File: config.mk
export PLATFORM = sky130hd
export DESIGN_NAME = mem_stage_buf
export DESIGN_NICKNAME = d
export VERILOG_FILES = /design/src/rtl/mem_stage_buf.sv
export SDC_FILE = /design/constraint.sdc
export NUM_CORES = 1
export LEC_CHECK = 0
export BUFFER_PORTS_ARGS = -buffer_cell sky130_fd_sc_hd__buf_2
export CELL_PAD_IN_SITES_DETAIL_PLACEMENT = 0
export CELL_PAD_IN_SITES_GLOBAL_PLACEMENT = 2
export CORE_MARGIN = 5
export CORE_UTILIZATION = 26
export DETAILED_ROUTE_END_ITERATION = 7
export PLACE_DENSITY = 0.81
export SYNTH_ARGS = -nofsm -noshare
export SYNTH_HDL_FRONTEND = slang
export SYNTH_SLANG_ARGS = --single-unit
export TNS_END_PERCENT = 10
File: constraint.sdc
create_clock -name clk -period 1.71 [get_ports clk]
set_clock_uncertainty 0.05 [all_clocks]
set_input_delay 0.171 -clock clk [delete_from_list [all_inputs] [get_ports clk]]
set_output_delay 0.171 -clock clk [all_outputs]
set_load 0.01 [all_outputs]
File: src/rtl/mem_stage_buf.sv
`default_nettype none
// ============================================================================
// Module      : mem_stage_buf
// Description : EX/MEM stage register that issues the memory request itself,
//               builds store strobes and drops responses of flushed loads and
//               stores. Optional define MEM_RDATA_BYPASS_EN forwards mem_rdata
//               to write-back in the cycle it arrives.
// Revision    : 1.0 - initial release
// ============================================================================
module mem_stage_buf #(
    parameter int DATA_WIDTH      = 32,
    parameter int RD_WIDTH        = 5,
    parameter int MAX_OUTSTANDING = 2
) (
    input  logic                    clk,
    input  logic                    rst_n,
    input  logic                    flush,
    input  logic                    hold,
    input  logic                    valid_ex,
    input  logic                    ready_go_ex,
    output logic                    allow_in_mem,
    input  logic [DATA_WIDTH-1:0]   mem_addr_i,
    input  logic [DATA_WIDTH-1:0]   mem_wdata_i,
    input  logic [3:0]              control_flow_ex,
    input  logic [RD_WIDTH-1:0]     rd_ex,
    input  logic [2:0]              ins_func3_i,
    input  logic                    fence_type_ex,
    output logic                    mem_req,
    output logic                    mem_wr,
    output logic [DATA_WIDTH-1:0]   mem_addr,
    output logic [DATA_WIDTH-1:0]   mem_wdata,
    output logic [DATA_WIDTH/8-1:0] mem_wstrb,
    input  logic                    mem_addr_ok,
    input  logic                    mem_data_ok,
    input  logic [DATA_WIDTH-1:0]   mem_rdata,
    output logic                    valid_mem,
    output logic                    ready_go_mem,
    input  logic                    allow_in_wb,
    output logic [DATA_WIDTH-1:0]   mem_read_data_o,
    output logic [RD_WIDTH-1:0]     rd_mem,
    output logic [2:0]              ins_func3_o,
    output logic [1:0]              control_flow_mem,
    output logic                    fence_type_mem
);

    localparam int c_STRB_W = DATA_WIDTH / 8;
    localparam int c_OFF_W  = $clog2(c_STRB_W);
    localparam int c_CNT_W  = $clog2(MAX_OUTSTANDING + 1);
    localparam logic [c_CNT_W-1:0] c_MAX_OUT = c_CNT_W'(MAX_OUTSTANDING);

    localparam logic [1:0] c_ST_IDLE = 2'd0;
    localparam logic [1:0] c_ST_REQ  = 2'd1;
    localparam logic [1:0] c_ST_WAIT = 2'd2;
    localparam logic [1:0] c_ST_DONE = 2'd3;

    logic [1:0]            r_state;
    logic [1:0]            w_state_nx;
    logic [c_CNT_W-1:0]    r_drop_cnt;
    logic                  r_valid;
    logic [DATA_WIDTH-1:0] r_addr;
    logic [DATA_WIDTH-1:0] r_wdata;
    logic [3:0]            r_cf;
    logic [RD_WIDTH-1:0]   r_rd;
    logic [2:0]            r_func3;
    logic                  r_fence;
    logic [DATA_WIDTH-1:0] r_rdata;

    logic                  w_capture;
    logic [1:0]            w_entry;
    logic                  w_mem_req;
    logic                  w_accept;
    logic                  w_data_live;
    logic                  w_drop_inc;
    logic                  w_drop_dec;
    logic                  w_ready_go;
    logic                  w_wb_take;
    logic [c_OFF_W-1:0]    w_off;
    logic [c_STRB_W-1:0]   w_size_mask;

    assign allow_in_mem = (r_state == c_ST_IDLE)
                        | ((r_state == c_ST_DONE) & allow_in_wb & ~hold);
    assign w_capture    = valid_ex & ready_go_ex & allow_in_mem & ~flush;
    assign w_entry      = (control_flow_ex[3] | control_flow_ex[2]) ? c_ST_REQ : c_ST_DONE;

    // In REQ nothing live is outstanding, so only dropped requests count.
    assign w_mem_req   = (r_state == c_ST_REQ) & (r_drop_cnt < c_MAX_OUT);
    assign w_accept    = w_mem_req & mem_addr_ok;
    assign w_data_live = (r_state == c_ST_WAIT) & mem_data_ok & (r_drop_cnt == '0);
    assign w_drop_inc  = flush & (((r_state == c_ST_WAIT) & ~w_data_live) | w_accept);
    assign w_drop_dec  = mem_data_ok & (r_drop_cnt != '0);

`ifdef MEM_RDATA_BYPASS_EN
    assign w_ready_go      = (r_state == c_ST_DONE) | w_data_live;
    assign mem_read_data_o = w_data_live ? mem_rdata : r_rdata;
`else
    assign w_ready_go      = (r_state == c_ST_DONE);
    assign mem_read_data_o = r_rdata;
`endif
    assign w_wb_take = w_ready_go & allow_in_wb & ~hold;

    always_comb begin
        w_state_nx = r_state;
        case (r_state)
            c_ST_IDLE: if (w_capture) w_state_nx = w_entry;
            c_ST_REQ: begin
                if (flush)         w_state_nx = c_ST_IDLE;
                else if (w_accept) w_state_nx = c_ST_WAIT;
            end
            c_ST_WAIT: begin
                if (flush)            w_state_nx = c_ST_IDLE;
                else if (w_data_live) w_state_nx = w_wb_take ? c_ST_IDLE : c_ST_DONE;
            end
            c_ST_DONE: begin
                if (flush)          w_state_nx = c_ST_IDLE;
                else if (w_wb_take) w_state_nx = w_capture ? w_entry : c_ST_IDLE;
            end
            default: w_state_nx = c_ST_IDLE;
        endcase
    end

    always_ff @(posedge clk or negedge rst_n) begin
        if (!rst_n) begin
            r_state    <= c_ST_IDLE;
            r_valid    <= 1'b0;
            r_drop_cnt <= '0;
        end else begin
            r_state <= w_state_nx;
            r_valid <= (w_state_nx != c_ST_IDLE);
            if (w_drop_inc & ~w_drop_dec)
                r_drop_cnt <= r_drop_cnt + 1'b1;
            else if (w_drop_dec & ~w_drop_inc)
                r_drop_cnt <= r_drop_cnt - 1'b1;
        end
    end

    always_ff @(posedge clk or negedge rst_n) begin
        if (!rst_n) begin
            r_addr  <= '0;
            r_wdata <= '0;
            r_cf    <= '0;
            r_rd    <= '0;
            r_func3 <= '0;
            r_fence <= 1'b0;
            r_rdata <= '0;
        end else begin
            if (w_capture) begin
                r_addr  <= mem_addr_i;
                r_wdata <= mem_wdata_i;
                r_cf    <= control_flow_ex;
                r_rd    <= rd_ex;
                r_func3 <= ins_func3_i;
                r_fence <= fence_type_ex;
            end
            if (w_data_live & r_cf[3])
                r_rdata <= mem_rdata;
        end
    end

    // Access size from func3[1:0]; doubleword only exists on a 64-bit bus.
    always_comb begin
        w_size_mask = '0;
        case (r_func3[1:0])
            2'd0:    w_size_mask = c_STRB_W'(1);
            2'd1:    w_size_mask = c_STRB_W'(3);
            2'd2:    w_size_mask = c_STRB_W'(15);
            default: w_size_mask = (DATA_WIDTH == 64) ? '1 : '0;
        endcase
    end

    assign w_off     = r_addr[c_OFF_W-1:0];
    assign mem_req   = w_mem_req;
    assign mem_wr    = w_mem_req & r_cf[2];
    assign mem_addr  = r_addr;
    assign mem_wstrb = r_cf[2] ? (w_size_mask << w_off) : '0;
    assign mem_wdata = r_wdata << {w_off, 3'b000};

    assign valid_mem        = r_valid;
    assign ready_go_mem     = w_ready_go;
    assign rd_mem           = r_rd;
    assign ins_func3_o      = r_func3;
    assign control_flow_mem = r_valid ? r_cf[1:0] : 2'b00;
    assign fence_type_mem   = r_valid & r_fence;

endmodule
`default_nettype wire

== Word-level counts from Yosys, hierarchy flattened ==
Cells that the tools add are included.

* Register bits after elaboration: 114
* Latch bits: 0
* RAM bits: 0
* ROM bits: 0
* Bits of input ports: 118
* Output and inout port bits: 116
* Word-level logic and storage cells: 67
* Memories: 0

* $add $sub $neg: 2
* Multipliers: 0
* Divide/modulo/power cells: 0
* Order comparisons: 1
* Equality and inequality tests: 5
* Shift-type cells: 2
* Multiplexer cells: 16
* Bitwise gates (word level): 25
* Reduce and logical (&&, ||, !) cells: 6

{| class="wikitable"
|+ Operator list
! cell !! number
|-
| $shl 32x5->32 || 1
|-
| $mux 2 || 13
|-
| $and 1x1->1 || 17
|-
| $pmux 4 s3 || 1
|-
| $pmux 2 s4 || 1
|-
| $eq 2x2->1 const B || 3
|-
| $logic_not 2->1 || 3
|-
| $reduce_bool 2->1 || 3
|-
| $not 1->1 || 5
|-
| $eq 2x1->1 const B || 2
|-
| $mux 4 || 1
|-
| $shl 4x2->4 || 1
|-
| $or 1x1->1 || 3
|-
| $add 2x1->2 const B || 1
|-
| $lt 2x2->1 const B || 1
|-
| $sub 2x1->2 const B || 1
|}

== Depth between registers and ports, before layout ==
Gate-level depths: netlist (run 1).

* Depth after elaboration: 11
* Gate-level depth with buffers: 7
* Mapped depth without buffers: 7

== Worst setup path before layout (run 1) ==
No wires, ideal clock.

* Kind: register to register
* Start: reg r_state[1]
* End: reg r_func3[0] (netlist: ins_func3_o[0])
* Library setup time: 0.127 ns
* Data arrival time: 1.469 ns
* Data required time: 1.533 ns
* Slack: 0.064 ns
* Cell stages (with the launch flop): 6
* Buffers on the path: 2
* Period minus slack after synthesis: 1.646 ns
* Path through: dfrtp_1 > or2_1 > a21oi_4 > buf_6 > buf_8 > mux2_1

* Longest elaborated chain between the ends: 6
* Elaborated cells between the ends (all ways): 7
* Classes of those cells: eq/ne: 1; bitwise: 5; reduce/logical: 1

{| class="wikitable"
|+ Ends and longest elaborated chain
! item !! RTL line !! RTL
|-
| from (decl) || 56 || <nowiki>logic [1:0] r_state;</nowiki>
|-
| from (signal assigned) || 123 || <nowiki>r_state <= c_ST_IDLE;</nowiki>
|-
| from (signal assigned) || 127 || <nowiki>r_state <= w_state_nx;</nowiki>
|-
| $eq 2x2->1 || 81 || <nowiki>| ((r_state == c_ST_DONE) & allow_in_wb & ~hold);</nowiki>
|-
| $and 1x1->1 (2 in series) || 81 ||
|-
| $or 1x1->1 (*) || 81 ||
|-
| $and 1x1->1 (*) (2 in series) || 82 || <nowiki>assign w_capture = valid_ex & ready_go_ex & allow_in_mem & ~flush;</nowiki>
|-
| to (signal assigned) || 151 || <nowiki>r_func3 <= ins_func3_i;</nowiki>
|-
| to (decl) || 64 || <nowiki>logic [2:0] r_func3;</nowiki>
|}

Every way passes the cells marked *; elsewhere a longest branch is shown, timed or not.
A chain may end at the register's enable or synchronous reset.

== Worst setup path in the final report (run 1) ==
* Start: reg r_func3[1] (netlist: ins_func3_o[1])
* End: out mem_wstrb[3]

* Longest elaborated chain between the ends: 4
* Elaborated cells between the ends (all ways): 6
* Classes of those cells: eq/ne: 2; shift: 1; mux: 2; reduce/logical: 1

{| class="wikitable"
|+ Ends and longest elaborated chain
! item !! RTL line !! RTL
|-
| $eq 2x2->1 (tied with other cells) || 162 || <nowiki>case (r_func3[1:0])</nowiki>
|-
| $pmux 4 s3 (*) || 162 ||
|-
| $shl 4x2->4 (*) || 174 || <nowiki>assign mem_wstrb = r_cf[2] ? (w_size_mask << w_off) : '0;</nowiki>
|-
| $mux 4 (*) || 174 ||
|-
| to (decl) || 32 || <nowiki>output logic [DATA_WIDTH/8-1:0] mem_wstrb,</nowiki>
|}

Marked as above.

==> results.sh, run 1 <==
export IMPL_drive_gt1_frac=0.573
export IMPL_grt_first_pass_wirelength_mm=24.9
export IMPL_slew_viol_final=0
export IMPL_violations="setup timing"
export IMPL_setup_tns_ns=-4.29
export IMPL_dp_hpwl_mm=10.5
export IMPL_cts_path_max_buffers=2
export IMPL_hold_class="in2reg"
export IMPL_period_needed_ns=2.01
export IMPL_place_gp_congestion=0.784
export IMPL_num_vias=4387
export IMPL_syn_avg_cell_area_um2=13.9
export IMPL_pin_count=234
export IMPL_grt_max_degree=52
export IMPL_setup_violations_final=35
export IMPL_finalCritPeriodShare=1.18
export IMPL_coreArea_um2=18900
export IMPL_whs_ns=0.0367
export IMPL_power_density_nw_per_um2=1640
export IMPL_ys_seq_area_frac=0.567
export IMPL_grt_overflow=0
export IMPL_crit_path_top_delay_cell="dfrtp_1"
export IMPL_final_cell_mix="buf_2 (229), dlygate4sd3_1 (113), dfrtp_1 (111)"
export IMPL_layout_commonest_cell="buf_2"
export IMPL_syn2layout_area_growth_pct=77.9
export IMPL_syn_area_um2=5030
export IMPL_cts_tree="yes"
export IMPL_max_slew_margin=0.736
export IMPL_grt_pass1_vias=4891
export IMPL_wire_per_inst_um=15.8
export IMPL_place_ws_ns=-0.0267
export IMPL_dieHeight_um=149
export IMPL_route_detailed_drc=0
export IMPL_cts_buffers=17
export IMPL_antenna_found_initial=0
export IMPL_root_buffer="clkbuf_16"
export IMPL_clock_sinks=114
export IMPL_leakage_nw=4.30
export IMPL_drtIter0Drc=92
export IMPL_rsz0062_at_grt="true"
export IMPL_die_area_um2=22200
export IMPL_worst_pin_slew_ns=0.396
export IMPL_syn_nets=483
export IMPL_setup_slack_ns=-0.302
export IMPL_grt_use_total=0.142
export IMPL_synth_distinct_cells=34
export IMPL_path_clk_slew_ns=0.05
export IMPL_routed_via_density=4.29
export IMPL_cp_required_ns=1.49
export IMPL_synth_top_area_frac=0.567
export IMPL_drt_total_wl_mm=16.1
export IMPL_synth_top_cell_by_area="dfrtp_1"
export IMPL_clk_latency_ns=0.41
export IMPL_nets=870
export IMPL_ant_nets=0
export IMPL_hold_viol_final=0
export IMPL_fmaxAchievable_ghz=0.497
export IMPL_crit_chain="ha_4 -> mux2_4 -> o21ai_2 -> and2_1 -> buf_2"
export IMPL_maxCapViolCount=0
export IMPL_fp_dieW_um=149
export IMPL_critical_path_max_stage_delay_ns=0.43
export IMPL_setup_worst_path_start_class="flip-flop"
export IMPL_port_buffers=233
export IMPL_dr_pass1_iters=4
export IMPL_synthCells=362
export IMPL_ys_ff_latch=114
export IMPL_irDropWorstVdd_uv=670
export IMPL_ys_warn_count=0
export IMPL_critPathArrivalTime_ns=1.79
export IMPL_cts_htree_levels=4
export IMPL_initial_utilization=0.266
export IMPL_synth_area_top_cells="dfrtp_1 (57%), mux2_2 (18%), mux2_1 (6.9%)"
export IMPL_path_max_fanout=3
export IMPL_outcome="finished, violations left"
export IMPL_std_cell_rows=50
export IMPL_critPathKind="reg2out"
export IMPL_end_kind="output pin"
-- cell families after synthesis --
kind of cell | after synthesis | synth area share
compound gates | 33 | 0.0413
xor+xnor | 3 | 0.00522
fa+ha+maj | 3 | 0.00746
buf+inv | 24 | 0.0345
flops | 114 | 0.567
mux | 126 | 0.278
simple gates | 59 | 0.0671
-- timing repair --
item,in CTS,in global routing
resized for setup,37,53
pin swaps,6,11
hold buffers,113,0
endpoints found under the hold margin,134,0
gates cloned,4,1
buffers inserted,10,8
setup endpoints to repair,80,148
-- registers in the layout, summed over array words and instances (netlist names), 2 cells and up --
name	count
ins_func3_o	3
mem_addr	32
mem_read_data_o	32
r_cf	4
r_drop_cnt	2
r_state	2
r_wdata	32
rd_mem	5
-- per-stage QoR --
stage / instance area [um^2] / util / power, mW / instances
2_1_floorplan: 5030 / - / 6.96 / 362
3_3_place_gp: 6590 / 0.349 / 8.97 / 855
3_5_place_dp: 6590 / 0.349 / 9.13 / 855
4_1_cts: 8710 / 0.461 / 14.2 / 1013
5_1_grt: 8960 / 0.474 / 15.6 / 1021
6_report: 8960 / 0.474 / 14.7 / 1022
-- worst paths after layout --
kind / start / to / slack, ns / cells after the start
max: ins_func3_o[1]$_DFFE_PN0N_ / mem_wstrb[3] / -0.30 / 5
min: mem_addr_ok / r_state[1]$_DFF_PN0_ / 0.04 / 3
max reg2reg: r_state[1]$_DFF_PN0_ / r_wdata[1]$_DFFE_PN0N_ / 0 / 4
min reg2reg: mem_addr[20]$_DFFE_PN0N_ / mem_addr[20]$_DFFE_PN0N_ / 0.43 / 1
max in group asynchronous: rst_n / mem_read_data_o[23]$_DFFE_PN0P_ / 0.75 / 3
min in group asynchronous: rst_n / r_wdata[3]$_DFFE_PN0N_ / 0.18 / 2
-- Yosys cell counts --
| library cell | n |
|---|---|
| clkbuf_1 | 6 |
| buf_4 | 4 |
| o21ai_0 | 10 |
| nand2_1 | 10 |
| or2_1 | 1 |
| dfrtp_1 | 114 |
| a21oi_1 | 9 |
| nand2b_1 | 5 |
| o21a_1 | 1 |
| mux2_2 | 79 |
| nand4b_1 | 1 |
| a21oi_4 | 1 |
| and4b_1 | 1 |
| inv_1 | 3 |
| xor2_1 | 2 |
| and2_1 | 15 |
| nor3b_1 | 1 |
| buf_2 | 3 |
| o22ai_1 | 2 |
| nor2_1 | 11 |
| mux2i_1 | 16 |
| ha_1 | 3 |
| xnor2_1 | 1 |
| a221oi_1 | 1 |
| buf_8 | 3 |
| nor3b_2 | 1 |
| clkbuf_2 | 1 |
| nor2b_1 | 10 |
| mux2_1 | 31 |
| buf_6 | 4 |
| nand3b_1 | 1 |
| a211oi_1 | 9 |
| or4b_1 | 1 |
| nor4b_1 | 1 |
-- power breakdown --
| part | switching [mW] | internal, mW | leakage (nW) | total, mW |
|---|---|---|---|---|
| sequential | 0.785 | 3.76 | 1.40 | 4.55 |
| clock | 1.24 | 2.77 | 0.318 | 4.01 |
| combinational | 2.78 | 3.38 | 2.58 | 6.16 |
| total | 4.81 | 9.92 | 4.30 | 14.7 |
-- critical path: cells and delay by family, from the launching register on --
family,cells,cell delay [ns]
mux,1,0.28
simple gates,1,0.15
compound gates,1,0.13
buf+inv,1,0.14
fa+ha+maj,1,0.26
flops,1,0.43
-- area by class of cell --
type / count / area (um^2)
repair buffers: 389 / 2840
well taps: 260 / 325
flip-flops and latches: 114 / 2860
clock inverters: 8 / 173
clock buffers: 23 / 498
multi-input cells: 224 / 2260
diodes: 1 / 2.50
fillers: 1710 / 9930
inverters: 3 / 11.3
-- per-layer routing --
layer  global-route usage  up-vias  routed length [um]
li1                     -     2060                   -
met5                    0        -                   0
met4               0.0654        0                 422
met3               0.0507       30                1190
met1                0.159     2127                6390
met2                0.242      170                8120
No activity file was read; power rests on OpenSTA's default activity.
==> inputs of run 2 (changes only) <==
--- a/config.mk
+++ b/config.mk
@@ -9,9 +9,10 @@
 export CELL_PAD_IN_SITES_DETAIL_PLACEMENT = 0
 export CELL_PAD_IN_SITES_GLOBAL_PLACEMENT = 2
 export CORE_MARGIN = 5
-export CORE_UTILIZATION = 26
+export CORE_UTILIZATION = 29
 export DETAILED_ROUTE_END_ITERATION = 7
-export PLACE_DENSITY = 0.81
+export PLACE_DENSITY = 0.85
+export SKIP_CTS_REPAIR_TIMING = 1
 export SYNTH_ARGS = -nofsm -noshare
 export SYNTH_HDL_FRONTEND = slang
 export SYNTH_SLANG_ARGS = --single-unit
==> constraint.sdc (replaced) <==
create_clock -name clk -period 2.3 [get_ports clk]
set_clock_uncertainty 0.05 [all_clocks]
set_input_delay 0.23 -clock clk [delete_from_list [all_inputs] [get_ports clk]]
set_output_delay 0.23 -clock clk [all_outputs]
set_load 0.01 [all_outputs]
==> results.sh, run 2 (synthesized netlist as in run 1, its figures left out) <==
export IMPL_clk_latency_ns=0.41
export IMPL_maxCapViolCount=0
export IMPL_fp_dieW_um=142
export IMPL_clock_sinks=114
export IMPL_slew_viol_final=0
export IMPL_worst_pin_slew_ns=0.624
export IMPL_critical_path_top_delay_family="flip-flops"
export IMPL_grt_max_degree=115
export IMPL_end_kind="output pin"
export IMPL_routed_via_density=4.36
export IMPL_syn2layout_area_growth_pct=57.1
export IMPL_path_buf_inv=2
export IMPL_grt_pass1_vias=4113
export IMPL_drt_total_wl_mm=14.1
export IMPL_power_density_nw_per_um2=1200
export IMPL_nets=808
export IMPL_root_buffer="clkbuf_16"
export IMPL_die_area_um2=20100
export IMPL_coreArea_um2=17200
export IMPL_layout_cells_non_filler=925
export IMPL_dieHeight_um=142
export IMPL_setup_worst_path_start_class="flip-flop"
export IMPL_cts_path_max_buffers=2
export IMPL_grt_use_total=0.134
export IMPL_violations="hold timing"
export IMPL_ant_nets=0
export IMPL_busiest_layer="met2"
export IMPL_irDropWorstVdd_uv=497
export IMPL_final_cell_mix="buf_2 (232), dfrtp_1 (113), dlygate4sd3_1 (84)"
export IMPL_port_buffers=233
export IMPL_path_clk_slew_ns=0.05
export IMPL_whs_ns=-0.00127
export IMPL_initial_utilization=0.293
export IMPL_grt_overflow=0
export IMPL_critPathArrivalTime_ns=1.85
export IMPL_fill_cells=1602
export IMPL_path_max_fanout=4
export IMPL_hold_class="in2reg"
export IMPL_wire_per_inst_um=15.2
export IMPL_place_gp_congestion=0.785
export IMPL_num_vias=4034
export IMPL_drive_gt1_frac=0.509
export IMPL_outcome="finished, violations left"
export IMPL_cts_htree_levels=4
export IMPL_period_needed_ns=2.13
export IMPL_dp_cells=809
export IMPL_drtIter0Drc=106
export IMPL_dp_hpwl_mm=9.92
export IMPL_fmaxAchievable_ghz=0.470
export IMPL_setup_tns_ns=0
export IMPL_leakage_nw=3.90
export IMPL_cp_required_ns=2.02
export IMPL_layout_commonest_cell="buf_2"
export IMPL_antenna_found_initial=1
export IMPL_rsz0062_at_grt="false"
export IMPL_dr_pass1_iters=4
export IMPL_crit_chain="inv_1 -> ha_1 -> mux2_2 -> nor3b_1 -> buf_2"
export IMPL_cts_tree="yes"
export IMPL_use_met3=0.0536
export IMPL_std_cell_rows=48
export IMPL_grt_first_pass_wirelength_mm=21.3
export IMPL_max_slew_margin=0.584
export IMPL_finalCritPeriodShare=0.925
export IMPL_hold_viol_final=1
export IMPL_crit_path_top_delay_cell="dfrtp_1"
export IMPL_use_met2=0.218
export IMPL_route_detailed_drc=0
export IMPL_cts_buffers=17
export IMPL_pin_count=234
export IMPL_n_antenna_cell=0
export IMPL_critPathKind="reg2out"
export IMPL_critical_path_max_stage_delay_ns=0.38
export IMPL_grt_use_met1=0.161
export IMPL_setup_violations_final=0
[run 2: cell types whose count changed in the layout (fill, tap and decap cells not counted), moves of 8 or more]
cell / before / now
buf_4: 25 / 8
dlygate4sd3_1: 113 / 84
nor2b_1: 1 / 10
buf_6: 11 / 0
mux2i_1: 8 / 16
[run 2: report_power, final]
part / total [mW] / internal [mW] / switching, mW / leakage [nW]
clock network: 2.77 / 1.89 / 0.884 / 0.306
logic: 3.40 / 1.73 / 1.67 / 2.19
registers: 3.32 / 2.79 / 0.527 / 1.40
[run 2: per-stage QoR]
stage	cell area [um^2]	total power, mW	worst slack, ns	utilization	hold WS, ns
6_report	7910	9.49	0.172	0.460	-0.00127
5_1_grt	7910	10.2	0.0407	0.460	-0.00242
4_1_cts	7060	9.51	0.0923	0.411	-0.115
3_5_place_dp	6430	6.68	0.499	0.375	0.324
3_3_place_gp	6430	6.57	0.509	0.375	0.316
2_1_floorplan	5030	5.18	0.654	-	-0.116
[run 2: cell type report]
type	instances	area, um^2	share of cell area
clock inverter	10	155	0.0196
timing repair buffer	327	2120	0.268
clock buffer	22	474	0.0600
sequential	114	2850	0.361
tap	225	282	0.0356
inverter	3	11.3	0.00142
multi-input combinational	224	2010	0.254
[run 2: layer usage]
layer  part of all wire  wire [um]
met3              0.078       1110
met1               0.41       5760
met5            0.00099         14
met4              0.017        235
met2               0.49       6970
[run 2: final timing paths]
check / startpoint / to / slack, ns / cells past startpoint
min in group asynchronous: rst_n / r_wdata[6]$_DFFE_PN0N_ / 0.39 / 3
worst min-delay path: mem_addr_i[12] / mem_addr[12]$_DFFE_PN0N_ / -0.001 / 2
worst max-delay path: ins_func3_o[0]$_DFFE_PN0N_ / mem_wstrb[1] / 0.17 / 5
worst max register to register: r_state[1]$_DFF_PN0_ / mem_addr[5]$_DFFE_PN0N_ / 0.50 / 4
worst min register to register: rd_mem[1]$_DFFE_PN0N_ / rd_mem[1]$_DFFE_PN0N_ / 0.43 / 1
max in group asynchronous: rst_n / r_drop_cnt[1]$_DFFE_PN0P_ / 1.32 / 3
==> inputs of run 3 (changes only) <==
--- a/config.mk
+++ b/config.mk
@@ -11,7 +11,7 @@
 export CORE_MARGIN = 5
 export CORE_UTILIZATION = 29
 export DETAILED_ROUTE_END_ITERATION = 7
-export PLACE_DENSITY = 0.85
+export PLACE_DENSITY = 0.8
 export SKIP_CTS_REPAIR_TIMING = 1
 export SYNTH_ARGS = -nofsm -noshare
 export SYNTH_HDL_FRONTEND = slang
==> constraint.sdc (replaced) <==
create_clock -name clk -period 2.3 [get_ports clk]
set_clock_uncertainty 0.05 [all_clocks]
set_input_delay 0.46 -clock clk [delete_from_list [all_inputs] [get_ports clk]]
set_output_delay 0.46 -clock clk [all_outputs]
set_load 0.01 [all_outputs]
==> results.sh, run 3 (synthesized netlist as in run 1, its figures left out) <==
export IMPL_dp_hpwl_mm=10.1
export IMPL_cts_buffers=17
export IMPL_leakage_nw=3.56
export IMPL_grt_pass1_vias=4137
export IMPL_fmaxAchievable_ghz=0.444
export IMPL_finalCritPeriodShare=0.979
export IMPL_critPathKind="reg2out"
export IMPL_p_clk_frac=0.289
export IMPL_drt_total_wl_mm=13.4
export IMPL_clock_sinks=114
export IMPL_route_detailed_drc=0
export IMPL_fp_dieW_um=142
export IMPL_dieHeight_um=142
export IMPL_irDropWorstVdd_uv=506
export IMPL_setup_violations_final=0
export IMPL_grt_first_pass_wirelength_mm=21.4
export IMPL_place_gp_congestion=0.769
export IMPL_fill_cells=1703
export IMPL_dr_pass1_iters=4
export IMPL_grt_overflow=0
export IMPL_layout_cells_non_filler=842
export IMPL_grt_max_degree=78
export IMPL_power_density_nw_per_um2=1310
export IMPL_maxCapViolCount=0
export IMPL_regArea_um2=2860
export IMPL_wire_per_inst_um=15.9
export IMPL_clk_latency_ns=0.40
export IMPL_place_ws_ns=0.322
export IMPL_cts_htree_levels=4
export IMPL_comb_power_share=0.358
export IMPL_drtIter0Drc=101
export IMPL_p_int_mw=6.28
export IMPL_hold_viol_final=6
export IMPL_outcome="finished, violations left"
export IMPL_port_buffers=233
export IMPL_initial_utilization=0.293
export IMPL_coreArea_um2=17200
export IMPL_n_antenna_cell=0
export IMPL_nets=725
export IMPL_syn2layout_area_growth_pct=41.2
export IMPL_routed_via_density=4.43
export IMPL_antenna_found_initial=0
export IMPL_period_needed_ns=2.25
export IMPL_setup_slack_ns=0.0489
export IMPL_end_kind="output pin"
export IMPL_max_slew_margin=0.637
export IMPL_r2r_start="r_state[1]$_DFF_PN0_"
export IMPL_critPathArrivalTime_ns=1.74
export IMPL_ant_nets=0
export IMPL_seq_power_share=0.354
export IMPL_violations="hold timing"
export IMPL_final_util=0.414
export IMPL_setup_worst_path_start_class="flip-flop"
export IMPL_num_vias=3731
export IMPL_whs_ns=-0.00574
export IMPL_path_max_fanout=3
export IMPL_cts_tree="yes"
export IMPL_rsz0062_at_grt="true"
export IMPL_multi_input_area_um2=2030
export IMPL_switching_share=0.328
export IMPL_die_area_um2=20100
export IMPL_drive_gt1_frac=0.587
export IMPL_root_buffer="clkbuf_16"
export IMPL_cts_path_max_buffers=2
export IMPL_std_cell_rows=48
export IMPL_layout_commonest_cell="buf_2"
export IMPL_path_clk_slew_ns=0.05
export IMPL_dp_cells=809
export IMPL_hold_class="in2async"
export IMPL_switchingPower_mw=3.06
export IMPL_slew_viol_final=0
export IMPL_cp_startpoint="ins_func3_o[0]$_DFFE_PN0N_"
export IMPL_worst_pin_slew_ns=0.544
export IMPL_setup_tns_ns=0
export IMPL_cp_required_ns=1.79
export IMPL_grt_use_total=0.136
export IMPL_pin_count=234
export IMPL_final_cell_mix="buf_2 (232), dfrtp_1 (112), mux2_2 (78)"
run 3: cell type report:
class,count,share of cell area
clock buffers,22,0.0681
multi-input cells,224,0.286
well taps,225,0.0396
flip-flops and latches,114,0.402
repair buffers,244,0.185
clock inverters,10,0.0183
inverters,3,0.00158
run 3: worst max-delay path: stages, from the launching register on:
cell and delay [ns]:
dfrtp_1 0.40, inv_2 0.08, ha_4 0.20, mux2_4 0.28, o21ai_1 0.10, and2_1 0.14
buf_2 0.13
run 3: power groups by stage:
stage	combinational, mW	clock, mW	sequential [mW]
2_1_floorplan	1.72	0	3.45
3_3_place_gp	3.28	0	3.30
3_5_place_dp	3.34	0	3.33
4_1_cts	3.35	2.78	3.31
5_1_grt	3.67	2.89	3.43
6_report	3.34	2.70	3.31
run 3: per-stage QoR:
step | area [um^2] | hold slack (ns) | total power, mW
4_1_cts | 7060 | 0.0000817 | 9.44
2_1_floorplan | 5030 | 0.114 | 5.18
3_3_place_gp | 6450 | 0.412 | 6.58
6_report | 7110 | -0.00574 | 9.35
3_5_place_dp | 6450 | 0.419 | 6.67
5_1_grt | 7110 | 0.0222 | 9.99
run 3: final timing paths:
check	end	slack, ns	cells after the start
hold / removal	mem_addr[16]$_DFFE_PN0N_	-0.006	1
max in group asynchronous	mem_read_data_o[31]$_DFFE_PN0P_	1.57	2
min in group clk	mem_addr[30]$_DFFE_PN0N_	0.22	2
setup reg to reg	mem_addr[31]$_DFFE_PN0N_	0.38	4
hold reg to reg	mem_addr[27]$_DFFE_PN0N_	0.43	1
setup / recovery	mem_wstrb[3]	0.05	6
run 3: layer usage:
layer | routed length, um | global-route usage
met1 | 5420 | 0.157
met2 | 6690 | 0.231
met3 | 1150 | 0.0576
met4 | 107 | 0.0369
met5 | 0 | 0
